[src/rtl/pc_sequencer.sv]
`default_nettype none
// ============================================================================
// Module   : pc_sequencer
// Purpose  : Program-counter sequencer with run control and cycle counter.
// Revision : 1.0 - initial release
// ============================================================================
module pc_sequencer #(
  parameter int PC_W  = 10,
  parameter int IDX_W = 5,
  parameter int CNT_W = 16
) (
  input  logic             Clk,
  input  logic             Reset,
  input  logic             Start,
  input  logic             Halt,
  input  logic             BranchEn,
  input  logic             Taken,
  input  logic             AbsJump,
  input  logic [IDX_W-1:0] InstIdx,
  output logic [IDX_W-1:0] LutAddr,
  input  logic [PC_W-1:0]  Target,
  output logic [PC_W-1:0]  PC,
  output logic             Running,
  output logic             Done,
  output logic [CNT_W-1:0] CycleCnt
);

  typedef enum logic [1:0] {
    ST_IDLE = 2'd0,
    ST_RUN  = 2'd1,
    ST_DONE = 2'd2
  } state_t;

  localparam logic [CNT_W-1:0] c_cnt_max = {CNT_W{1'b1}};

  state_t           r_state;
  state_t           w_state_next;
  logic [PC_W-1:0]  r_pc;
  logic [PC_W-1:0]  w_pc_next;
  logic [CNT_W-1:0] r_cnt;
  logic [CNT_W-1:0] w_cnt_next;
  logic [CNT_W-1:0] w_cnt_inc;

  assign LutAddr  = InstIdx;
  assign PC       = r_pc;
  assign CycleCnt = r_cnt;
  assign Running  = (r_state == ST_RUN);
  assign Done     = (r_state == ST_DONE);

  assign w_cnt_inc = (r_cnt == c_cnt_max) ? r_cnt : r_cnt + CNT_W'(1);

  always_ff @(posedge Clk) begin
    if (Reset) begin
      r_state <= ST_IDLE;
      r_pc    <= '0;
      r_cnt   <= '0;
    end else begin
      r_state <= w_state_next;
      r_pc    <= w_pc_next;
      r_cnt   <= w_cnt_next;
    end
  end

  always_comb begin
    w_state_next = r_state;
    w_pc_next    = r_pc;
    w_cnt_next   = r_cnt;
    case (r_state)
      ST_IDLE, ST_DONE: begin
        if (Start) begin
          w_state_next = ST_RUN;
          w_pc_next    = '0;
          w_cnt_next   = '0;
        end
      end
      ST_RUN: begin
        w_cnt_next = w_cnt_inc;
        // Halt outranks any branch presented in the same cycle; PC freezes.
        if (Halt) begin
          w_state_next = ST_DONE;
        end else if (BranchEn && Taken) begin
          w_pc_next = AbsJump ? Target : r_pc + Target;
        end else begin
          w_pc_next = r_pc + PC_W'(1);
        end
      end
      default: begin
        w_state_next = ST_IDLE;
      end
    endcase
  end

endmodule
`default_nettype wire

[config.mk]
export PLATFORM = sky130hd
export DESIGN_NAME = pc_sequencer
export DESIGN_NICKNAME = d
export VERILOG_FILES = /design/src/rtl/pc_sequencer.sv
export SDC_FILE = /design/constraint.sdc
export NUM_CORES = 1
export LEC_CHECK = 0
export BUFFER_PORTS_ARGS = -buffer_cell sky130_fd_sc_hd__buf_2
export CORE_ASPECT_RATIO = 1.4
export CORE_MARGIN = 2
export CORE_UTILIZATION = 47
export DETAILED_ROUTE_END_ITERATION = 10
export PLACE_DENSITY = 0.81
export SYNTH_ARGS = -nofsm -noshare
export SYNTH_HDL_FRONTEND = slang
export SYNTH_SLANG_ARGS = --single-unit
[constraint.sdc]
create_clock -name Clk -period 2.15 [get_ports Clk]
set_clock_uncertainty 0.2 [all_clocks]
set_input_delay 0.215 -clock Clk [delete_from_list [all_inputs] [get_ports Clk]]
set_output_delay 0.215 -clock Clk [all_outputs]
set_load 0.02 [all_outputs]
==> flow_summary_export.csv <==
group,metric,value,unit
power_and_ir_drop,irDropWorstVdd,0.3489,mV
floorplan,die_w,58.40,microns
placement,gp_congestion,0.8877,
placement,hpwl,3966,microns
sta,setup_viol_count_final,3,
sta,setup_ws,-0.07615,ns
cells_and_area,layout_common_cells,"buf_2 (44), nor2_1 (30), buf_4 (29)",
cells_and_area,syn_to_final_growth,32.13,%
setup_path,cpPeakStageDelay,0.41,ns
synth,yosysSeqAreaShare,0.2879,
sta,drv_slew,0,
sta,hold_ws,0.02132,ns
synth,synthArstFlopShare,0,
routing,drt_wl_total,5192,microns
cts,clkSinkCount,28,
sta,layout_min_cycle_time,2.226,ns
power_and_ir_drop,power_density,403.4,nW/um^2
run_status,status,"finished, violations left",
routing,first_pass_iters,4,
cts,cts.clk_slew.worst_paths,0.10,ns
routing,routed_via_density,5.708,
setup_path,cp.arrival,2.20,ns
cells_and_area,drive_gt1_frac,0.3544,
floorplan,start_util,0.4926,
sta,tightest_slew,0.7843,ns
cts,cts_buffers,3,
floorplan,row_count,27,
synth,syn_avg_cell_area,7.756,sq um
run_status,failed_checks,"setup timing",
cells_and_area,num-fill-cells,352,
setup_path,setup.worst_path.class,"reg2reg",
setup_path,worstPathCellList,"ha_4, and3_4, a2111oi_4, o21ai_2, a31oi_1, xor2_1, a2111oi_2, nor3_1",
sta,rsz0062_at_grt,"true",
floorplan,die-area,4680,sq um
setup_path,worst-path-max-fanout,2,
cts,cts_root_buf,"clkbuf_8",
cts,cts_tree,"built",
sta,max-slew-margin-rel,0.4731,
synth,synth_seq_cells,28,
grt,grt_pass1_vias,2052,
cells_and_area,multi_input_area,1401,sq um
setup_path,worstPathRequired,2.12,ns
placement,postPlaceCellArea,2409,sq um
synth,synth_nets,285,
grt,grt_max_degree,20,
synth,yosysWarnings,0,
setup_path,crit_path_end_kind,"flop",
cts,clk_latency,0.28,ns
power_and_ir_drop,power,1038,uW
routing,drt_drc_violations_left,0,
routing,via_count,2049,
floorplan,core_area,3953,sq um
cells_and_area,register_area,581.8,sq um
placement,io_buffers,44,
setup_path,critPathSlowestCell,"a2111oi_4",
sta,finalHoldViolCount,0,
cells_and_area,n_antenna_cell,0,
power_and_ir_drop,p_leak,0.001096,uW
cells_and_area,design_area,2572,sq um
cells_and_area,final_nets,351,
cts,ctsHoldBuffers,0,
run,maxCapViolations,0,
floorplan,die_height,80.15,microns
grt,grt-busiest-layer,"met2",
floorplan,num_io_pins,55,
cts,cts.path.max_buffers,2,
setup_path,start_kind,"flop",
routing,drtIter0Drc,87,
routing,ant_nets,0,
synth,syn_inst,251,
grt,globalRouteMet2Util,0.4562,
routing,wl_per_cell,14.46,microns
grt,track_usage,0.2322,
grt,grt_overflow,0,
grt,grt_pass1_wl,8556,microns
grt,use_met3,0.02093,
synth,synth.distinct_cells,50,
sta,fin_crit_sh,1.035,
worst_hold_path,min_path_type,"in2reg",
grt,use_met1,0.2387,
sta,fmax,0.4492,GHz
synth,synth_edf_count,0,
cts,cts-htree-levels,1,
cells_and_area,layout_commonest_cell,"buf_2",
synth,synth_area,1947,sq um
grt,antenna_found_initial,0,
sta,fin_setup_tns,-0.1155,ns
synth,ys.flop_type,"dfxtp_1",
[critical path: cells and delay by family (launching register included)]
kind | cells | cell delay [ns]
adder cells (fa/ha/maj) | 1 | 0.24
flip-flops | 1 | 0.37
AND/OR/NAND/NOR | 2 | 0.23
XOR/XNOR | 1 | 0.12
AO/OA/AOI/OAI | 4 | 0.97
[worst paths after layout]
| check | from | cells past startpoint | end | slack (ns) |
|---|---|---|---|---|
| min | Reset | 2 | PC[2] | 0.02 |
| min reg2reg | CycleCnt[12] | 2 | CycleCnt[12] | 0.34 |
| max | PC[2] | 8 | PC[9] | -0.08 |
| max reg2reg | PC[2] | 8 | PC[9] | -0.08 |
[area by class of cell]
class / count / area share
clock buffers: 3 / 0.01605
clock inverters: 1 / 0.001459
inverters: 11 / 0.01605
multi-input cells: 199 / 0.5447
flip-flops and latches: 28 / 0.2262
well taps: 43 / 0.02091
repair buffers: 74 / 0.1746
[power by group]
| part | leakage, uW | switching [uW] | internal (uW) |
|---|---|---|---|
| clock | 0.0000231 | 173 | 129 |
| combinational | 0.000842 | 120 | 87.4 |
| sequential | 0.000231 | 6.64 | 522 |
[cells in the mapped netlist, types with 3 or more instances]
library cell  number  area [sq um]
nand2_1           26         97.59
and3_1             3         18.77
nand3_1           11         55.05
xnor2_1            8         70.07
buf_4              5         37.54
nor2b_1            3         18.77
a21oi_1           15         75.07
o21ai_0           13         65.06
nand2b_1           5         31.28
a31oi_1            3         18.77
o21ai_1            4         20.02
ha_1              11         137.6
a21o_1             3         22.52
nor2_1            30         112.6
and2_1             5         31.28
or3_1              6         37.54
dfxtp_1           28         560.5
inv_1             11         41.29
a22oi_1            3         22.52
xor2_1             9         78.83
clkbuf_1           6         22.52
nor3_1             7         35.03
[flip-flops by register name (all words and copies together) (netlist names)]
signal / flops
PC: 10
r_state: 2
CycleCnt: 16
[stage by stage]
stage | utilization | std cells | worst slack (ns)
after detailed placement | 0.6094 | 351 | -0.2376
after CTS | 0.6350 | 359 | -0.1453
after global placement | 0.6094 | 351 | -0.1604
after floorplan | - | 251 | -0.09491
after global routing | 0.6508 | 359 | -0.2113
final | 0.6508 | 359 | -0.07615
[kinds of logic (layout without fill, tap and decap cells)]
group,after synthesis,count (layout),share of synthesized area
buffers and inverters,24,89,0.05977
and+or+nand+nor,105,105,0.2641
adders and majority gates,12,12,0.08098
AOI/OAI and AO/OA,64,64,0.2256
muxes,1,1,0.005142
DFF,28,28,0.2879
xor gates and xnor gates,17,17,0.07648
[routing by layer]
metal | share of wire | vias to the layer above
met4 | 0.024 | 0
met5 | 0 | -
li1 | - | 1020
met1 | 0.39 | 960
met3 | 0.040 | 11
met2 | 0.54 | 58
[what timing repair did]
action,4_1_cts,5_1_grt
pin swaps,6,10
endpoints found under the setup margin,5,13
buffers inserted,4,0
resized for setup,8,14
(Power assumes the default switching activity.)
